===== config.mk =====
export PLATFORM = sky130hd
export DESIGN_NAME = mux_stream_nto1
export DESIGN_NICKNAME = d
export VERILOG_FILES = /design/src/rtl/mux_stream_nto1.sv
export SDC_FILE = /design/constraint.sdc
export NUM_CORES = 1
export LEC_CHECK = 0
export BUFFER_PORTS_ARGS = -buffer_cell sky130_fd_sc_hd__buf_2
export CAP_MARGIN = 15
export CORE_MARGIN = 5
export CORE_UTILIZATION = 40
export CTS_BUF_LIST = sky130_fd_sc_hd__clkbuf_2
export DETAILED_ROUTE_END_ITERATION = 10
export PLACE_DENSITY = 0.83
export SYNTH_ARGS = -nofsm -noshare
export SYNTH_HDL_FRONTEND = slang
export SYNTH_SLANG_ARGS = --single-unit

===== constraint.sdc =====
create_clock -name clk -period 2.57 [get_ports clk]
set_input_delay 0.1285 -clock clk [delete_from_list [all_inputs] [get_ports clk]]
set_output_delay 0.1285 -clock clk [all_outputs]
set_load 0.02 [all_outputs]

===== src/rtl/mux_stream_nto1.sv =====
// mux_stream_nto1: N-to-1 stream multiplexer with a registered one-entry output.
//
// Several producers, each with its own valid/ready handshake, share one consumer.
// A combinational arbiter picks at most one channel per cycle. The chosen word is
// captured into the output register on the next rising edge.
//
// Arbitration modes (MODE):
//   0  round-robin. The search starts at rr_ptr, and the pointer moves past each winner.
//   1  fixed priority. The lowest valid index wins.
//   2  external select. The sel input chooses the channel. An out-of-range or idle
//      channel grants nothing.
//
// Ports:
//   clk        clock, rising edge
//   rst_n      synchronous active-low reset
//   in_data    CHANNELS*WIDTH packed words, channel i at [i*WIDTH +: WIDTH]
//   in_valid   per-channel valid
//   in_ready   per-channel ready (only the granted channel can see 1)
//   sel        granted channel index in MODE 2
//   out_data   registered word
//   out_chan   channel index that supplied out_data
//   out_valid  output register holds a word
//   out_ready  consumer accepts the held word

module mux_stream_nto1 #(
    parameter int WIDTH    = 8,
    parameter int CHANNELS = 4,
    parameter int MODE     = 0,
    localparam int SEL_W   = $clog2(CHANNELS)
) (
    input  logic                      clk,
    input  logic                      rst_n,
    input  logic [CHANNELS*WIDTH-1:0] in_data,
    input  logic [CHANNELS-1:0]       in_valid,
    output logic [CHANNELS-1:0]       in_ready,
    input  logic [SEL_W-1:0]          sel,
    output logic [WIDTH-1:0]          out_data,
    output logic [SEL_W-1:0]          out_chan,
    output logic                      out_valid,
    input  logic                      out_ready
);

    typedef enum logic {
        ST_EMPTY,
        ST_FULL
    } state_t;

    state_t           state, state_next;
    logic [SEL_W-1:0] rr_ptr, rr_ptr_next;
    logic [SEL_W:0]   rr_sum;
    logic             can_load;
    logic             grant_any;
    logic [SEL_W-1:0] grant_idx;
    logic [WIDTH-1:0] grant_word;
    logic             accept;

    assign out_valid = (state == ST_FULL);
    // The slot is free if it is empty or if the held word leaves this cycle.
    assign can_load  = ~out_valid | out_ready;

    // Arbiter
    always_comb begin
        grant_any = 1'b0;
        grant_idx = '0;
        rr_sum    = '0;
        case (MODE)
            0: begin
                // Visit channels in the order rr_ptr, rr_ptr+1, ... with modulo-CHANNELS
                // wrap. CHANNELS need not be a power of two, so the wrap is explicit.
                for (int k = 0; k < CHANNELS; k++) begin
                    rr_sum = {1'b0, rr_ptr} + (SEL_W+1)'(k);
                    if (rr_sum >= (SEL_W+1)'(CHANNELS)) begin
                        rr_sum = rr_sum - (SEL_W+1)'(CHANNELS);
                    end
                    for (int i = 0; i < CHANNELS; i++) begin
                        if (!grant_any && in_valid[i] && rr_sum == (SEL_W+1)'(i)) begin
                            grant_any = 1'b1;
                            grant_idx = SEL_W'(i);
                        end
                    end
                end
            end
            1: begin
                for (int i = 0; i < CHANNELS; i++) begin
                    if (!grant_any && in_valid[i]) begin
                        grant_any = 1'b1;
                        grant_idx = SEL_W'(i);
                    end
                end
            end
            default: begin
                // A sel at or above CHANNELS matches no channel and grants nothing.
                for (int i = 0; i < CHANNELS; i++) begin
                    if (in_valid[i] && sel == SEL_W'(i)) begin
                        grant_any = 1'b1;
                        grant_idx = SEL_W'(i);
                    end
                end
            end
        endcase
    end

    // The winner is always valid, so accept needs only the load and reset qualifiers.
    assign accept = grant_any & can_load & rst_n;

    always_comb begin
        in_ready   = '0;
        grant_word = '0;
        for (int i = 0; i < CHANNELS; i++) begin
            if (grant_idx == SEL_W'(i)) begin
                in_ready[i] = accept;
                grant_word  = in_data[i*WIDTH +: WIDTH];
            end
        end
    end

    // Output stage next state
    always_comb begin
        state_next  = state;
        rr_ptr_next = rr_ptr;
        unique case (state)
            ST_EMPTY: if (accept) state_next = ST_FULL;
            ST_FULL:  if (out_ready && !accept) state_next = ST_EMPTY;
            default:  state_next = ST_EMPTY;
        endcase
        if (MODE == 0 && accept) begin
            rr_ptr_next = (grant_idx == SEL_W'(CHANNELS - 1)) ? '0 : grant_idx + 1'b1;
        end
    end

    always_ff @(posedge clk) begin
        if (!rst_n) begin
            state    <= ST_EMPTY;
            rr_ptr   <= '0;
            out_data <= '0;
            out_chan <= '0;
        end else begin
            state  <= state_next;
            rr_ptr <= rr_ptr_next;
            if (accept) begin
                out_data <= grant_word;
                out_chan <= grant_idx;
            end
        end
    end

endmodule


# After elaboration in Yosys (flattened, before gate mapping)
# Index checks and enable logic that the tools add are counted.
# word_totals
register_bits,13
in_bits,41
word_cells,135
out_inout_bits,15
# classes
reduce_logical,53
n_addsub,8
order_cmp,4
n_eq_ne,15
mux,47
bitwise_logic,4
# op_table
cell,count
$logic_and 1x1->1,32
$mux 8,4
$mux 2,15
$eq 3x2->1 const B,8
$mux 1,23
$logic_not 1->1,16
$eq 3x1->1 const B,4
$logic_not 3->1,4
$mux 3,4
$ge 3x3->1 const B,3
$sub 3x3->3 const B,3
$add 2x2->3 const B,2
$eq 2x2->1 const B,2
$add 2x1->3 const B,1
$ge 2x3->1 const B,1
$sub 2x3->3 const B,1
$add 2x1->2 const B,1
$and 1x1->1,2
$eq 2x1->1 const B,1
$logic_not 2->1,1
$pmux 1 s2,1
$not 1->1,1
$or 1x1->1,1

# Logic depth before layout (Yosys ltp)
# logic_depth
ltp_word,71
depth_mapped,11
ltp_nobuf,9

# Worst setup path before layout
# OpenSTA, ideal clock, no wires.
# synth_path
path_kind,reg2reg
startpoint,register rr_ptr[1]
endpoint,register out_data[3]
stages_incl_launch_ff,12
arrival_ns,1.926
setup_ns,0.123
synth_period_minus_slack_ns,2.049
required_ns,2.447
path_buffers,2
path_slack_ns,0.521
path_cell_list,dfxtp_1 > a21oi_1 > o21a_1 > o22ai_1 > inv_1 > ha_1 > clkbuf_1 > buf_2 > a21oi_1 > o21ai_0 > a221oi_1 > nor2_1
# synth_between
elab_chain_cells,70
elab_cells_between_ends,118
classes_between,7 x add/sub; 4 x order compare; 15 x eq/ne; 39 x mux; 2 x bitwise; 51 x reduce/logical
# synth_lines
element,line_no,rtl
"start, declared",49,"logic [SEL_W-1:0] rr_ptr, rr_ptr_next;"
"start signal, assigned",139,rr_ptr <= rr_ptr_next;
$sub 2x3->3 or $ge 2x3->1 (tied branches),"73, 72",
$mux 3,72,if (rr_sum >= (SEL_W+1)'(CHANNELS)) begin
$logic_not 3->1,76,if (!grant_any && in_valid[i] && rr_sum == (SEL_W+1)'(i)) begin
$logic_and 1x1->1,76,
$mux 1,76,
$logic_not 1->1,76,
$logic_and 1x1->1 (2 in a row),76,
$mux 1,76,
[... 51 more ...],--,
$mux 1,76,
$logic_not 1->1,76,
$logic_and 1x1->1 (2 in a row),76,
$mux 2 (*),76,
via grant_idx[1],53,logic [SEL_W-1:0] grant_idx;
$logic_not 2->1,110,if (grant_idx == SEL_W'(i)) begin
$mux 8 (3 in a row),110,
$mux 8 (*),110,
"end signal, assigned",141,out_data <= grant_word;
"end, declared",37,"output logic [WIDTH-1:0] out_data,"
# Mark *: on every way through the listed nets, which the timed path passes. The rest lies on a longest branch.
# A chain may end at the register's enable or synchronous reset.

# Worst setup path in the final report
# layout_path
startpoint,register rr_ptr[1]
endpoint,output port in_ready[2]
# layout_between
elab_cells_between_ends,112
classes_between,7 x add/sub; 4 x order compare; 13 x eq/ne; 36 x mux; 2 x bitwise; 50 x reduce/logical
# layout_lines
element,line_no,rtl
$sub 2x3->3 or $ge 2x3->1 (tied branches),"73, 72",
$mux 3,72,
$logic_not 3->1,76,
$logic_and 1x1->1,76,
$mux 1,76,
$logic_not 1->1,76,
$logic_and 1x1->1 (2 in a row),76,
$mux 1,76,
[... 49 more ...],--,
$logic_and 1x1->1 (2 in a row),76,
$mux 1,76,
$logic_not 1->1,76,
$logic_and 1x1->1 (2 in a row),76,
$mux 2 (*),76,
via grant_idx[1],53,
$eq 2x2->1 (*),110,
$mux 1 (*),110,
"end, declared",35,"output logic [CHANNELS-1:0] in_ready,"
# Marks and branches as above.

==> metrics.md <==
| Metric | Value |
|---|---|
| Internal power | 0.4338 mW |
| First-pass GRT wire length | 4195 um |
| Met1 Usage GRT | around 17% |
| Clk slew on worst S/H paths | 130 ps |
| P_sw | 0.2976 mW |
| Largest family of logic cells by synthesized area | compound AO/OA/AOI/OAI gates |
| Post-synth EDFFs | 0 |
| Core ar. | ~0.0022 mm^2 |
| Critical-path top delay cell | dfxtp_1 |
| Nets | between 200 and 250 |
| Xor/xnor share of the synthesized area | 0% |
| Fin crit share | between 90% and 100% |
| I/O pin cnt | 56 |
| Initial drt markers | 14 |
| Sink Count | 13 |
| Fin. Hold Viols | 0 |
| Rows | 17 |
| Min-delay worst type | in -> reg |
| Vias | 1021 |
| Type of the worst setup path | reg -> out |
| Worst setup SP type | flip-flop |
| Pwr per Cell Area | 622.5 mW/mm^2 |
| WP data required | about 2400 ps |
| CTS tree | yes |
| Post-DP HPWL | ~2100 um |
| Tmin final | 2380 ps |
| Seq/Total Area, Yosys | 29.25% |
| Crit end category | output pin |
| Most frequent cells in the layout | buf_2 (53), a21oi_1 (21), dfxtp_1 (13) |
| Share of layout cells above drive strength 1 | 45.28% |
| Met2 GRT Util | 29.85% |
| Min Hold Slack | 103.5 ps |
| Diodes inserted | 0 |
| VDD IR max | 0.3843 mV |
| Adder-cell share of the synthesized area | 5.626% |
| Synthesized flop and latch total | 13 |
| RSZ-0062 raised after global routing | no |
| Clock Path Buffers | 2 |
| Full die area | 0.003267 mm^2 |
| GRT Util Overall | between 10% and 20% |
| DP Cell Count | around 180 |
| Max-slew headroom | 62.12% |
| Total power | 0.7314 mW |
| Asr flop ratio synth | 0% |
| Cell Chain, Critical Path | a21oi_1 -> o21a_1 -> o22ai_1 -> inv_1 -> ha_1 -> and2_4 -> buf_2 |
| Area Growth Syn to Fin | 32.07% |
| Post-synth cell types | 26 |
| Drt first pass iters | 4 |
| Reg2Reg Setup Slack | between 200 and 300 ps |
| Flop pwr share | between 30% and 40% |
| Cells after Synth | 109 |
| CTS Root Cell | clkbuf_2 |
| GPL Wtd Cong | ~0.77 |
| M3 GR Usage | 4.751% |
| Max Cap Violations | 0 |
| Final core utilization | 54.15% |
| Post-Layout Cell Count | about 190 |
| Ys Warns | 0 |
| Initial Utilization | 41.00% |
| Syn Area/Cell | 8.161 um^2 |
| Chip width | 57.16 um |
| Setup_tns | 0 ps |
| Die height | around 57 um |
| Leakage power | 0.6113 nW |
| Prevailing post-synth register cell | dfxtp_1 |
| Peak per-stage delay on the critical path | between 400 and 500 ps |
| Clock skew | between 2 and 3 ps |
| Final ANT Viol Nets | 0 |
| H-tree levels | 1 |
| GR peak layer | met2 |
| Clock power frac | roughly 16% |
| WP data arrival | 2250 ps |
| Drt via density | 5.460 |
| Mux contribution to synthesized area | between 1 and 1.5% |
| Critical Path Fanout Max | 17 |
| Syn nets | 154 |
| Fin. max-slew vios | 0 |
| Complex-gate fraction of the synthesized area | 38.26% |
| Routed wire per std cell | 14.76 um |
| # setup viols final | 0 |
| Combinational fraction of design power | 48.4% |
| Largest net degree at the start of global routing | 19 |
| Vias in the first global route | ~1100 |
| Status | completed |
| Hold-fix buffers, CTS | 0 |
| Initial antenna violation count | 0 |
| Synth Area in Simple Gates | between 10% and 20% |
| Sw frac | 40.69% |
| Commonest non-fill, non-tap cell in the layout | buf_2 |
| Synthesized area | 889.6 um^2 |
| CTS buffer count | 3 |
| Peak Freq | 420.2 MHz |
| Worst slew pin tran | 568.2 ps |
| Worst-Skew Late Latency | 290 ps |
| Overflow after GRT | 0 |
| Post-route DRC | 0 |
| Post-Route WL | 2761 um |
| PortBufs | 53 |
-- cells in the mapped netlist (2+ instances only) --
cell | instances | area [um^2]
buf_6 | 2 | 22.52
nand3_1 | 3 | 15.01
buf_2 | 2 | 10.01
dfxtp_1 | 13 | 260.3
ha_1 | 4 | 50.05
nand2b_1 | 2 | 12.51
o21a_1 | 2 | 15.01
inv_1 | 11 | 41.29
and2_4 | 4 | 35.03
o21ai_0 | 3 | 15.01
a21oi_1 | 21 | 105.1
nand2_1 | 5 | 18.77
a221oi_1 | 8 | 70.07
nor2b_1 | 3 | 18.77
nor2_1 | 2 | 7.510
a21oi_2 | 5 | 43.79
a211o_1 | 7 | 61.31
clkbuf_1 | 4 | 15.01
-- path summary, 6_finish.rpt --
kind	start	endpoint	cells after the start
max	rr_ptr[1]	in_ready[2]	7
min	in_data[27]	out_data[3]	3
max reg2reg	rr_ptr[1]	out_data[3]	9
min reg2reg	out_chan[1]	out_chan[1]	2
-- repair_timing --
| action | in CTS | in global routing |
|---|---|---|
| gates resized for setup | 0 | 2 |
| endpoints found under the setup margin | 0 | 8 |
| buffers inserted | 0 | 0 |
-- power by group through the flow --
stage | registers [mW] | logic (mW) | clock network [mW]
after floorplan | 0.300 | 0.210 | 0
after global placement | 0.264 | 0.339 | 0
after detailed placement | 0.266 | 0.352 | 0
after CTS | 0.262 | 0.353 | 0.114
after global routing | 0.268 | 0.386 | 0.125
final | 0.263 | 0.354 | 0.115
-- worst max-delay path, delay by kind of cell, from the launching register on --
family / cells / cell delay [ps]
compound gates: 3 / 600
flops: 1 / 460
fa+ha+maj: 1 / 400
buf+inv: 2 / 280
simple gates: 1 / 230
-- registers in the layout (all words and copies together), names as in the netlist --
name	count
rr_ptr	2
out_valid	1
out_data	8
out_chan	2
-- area by class of cell --
cell class / instances / area [um^2]
Sequential cell: 13 / 260.3
Timing Repair Buffer: 54 / 272.8
Multi-Input combinational cell: 77 / 545.5
Inverter: 11 / 41.29
Fill cell: 217 / 994.7
Clock buffer: 4 / 20.02
Tap cell: 28 / 35.03
-- cells by family (layout without fill, tap and decap cells) --
kind of cell             Yosys count  in the layout
AO/OA/AOI/OAI                     50             50
multiplexers                       1              1
buffers and inverters             19             69
AND/OR/NAND/NOR                   22             22
adder cells (fa/ha/maj)            4              4
flip-flops                        13             13
-- routing by layer --
layer	routed length [um]	share of wire, %
met1	1096	40
met2	1387	50
met3	218	7.9
met4	59	2.1
met5	0	0
-- stage by stage --
| step | cell area, um^2 | worst slack (ps) |
|---|---|---|
| 2_1_floorplan | 889.6 | 521.0 |
| 3_3_place_gp | 1150 | 318.3 |
| 3_5_place_dp | 1150 | 193.0 |
| 4_1_cts | 1170 | 116.0 |
| 5_1_grt | 1175 | 4.853 |
| 6_report | 1175 | 190.3 |
Note: power is estimated with default switching activity, not from simulation.
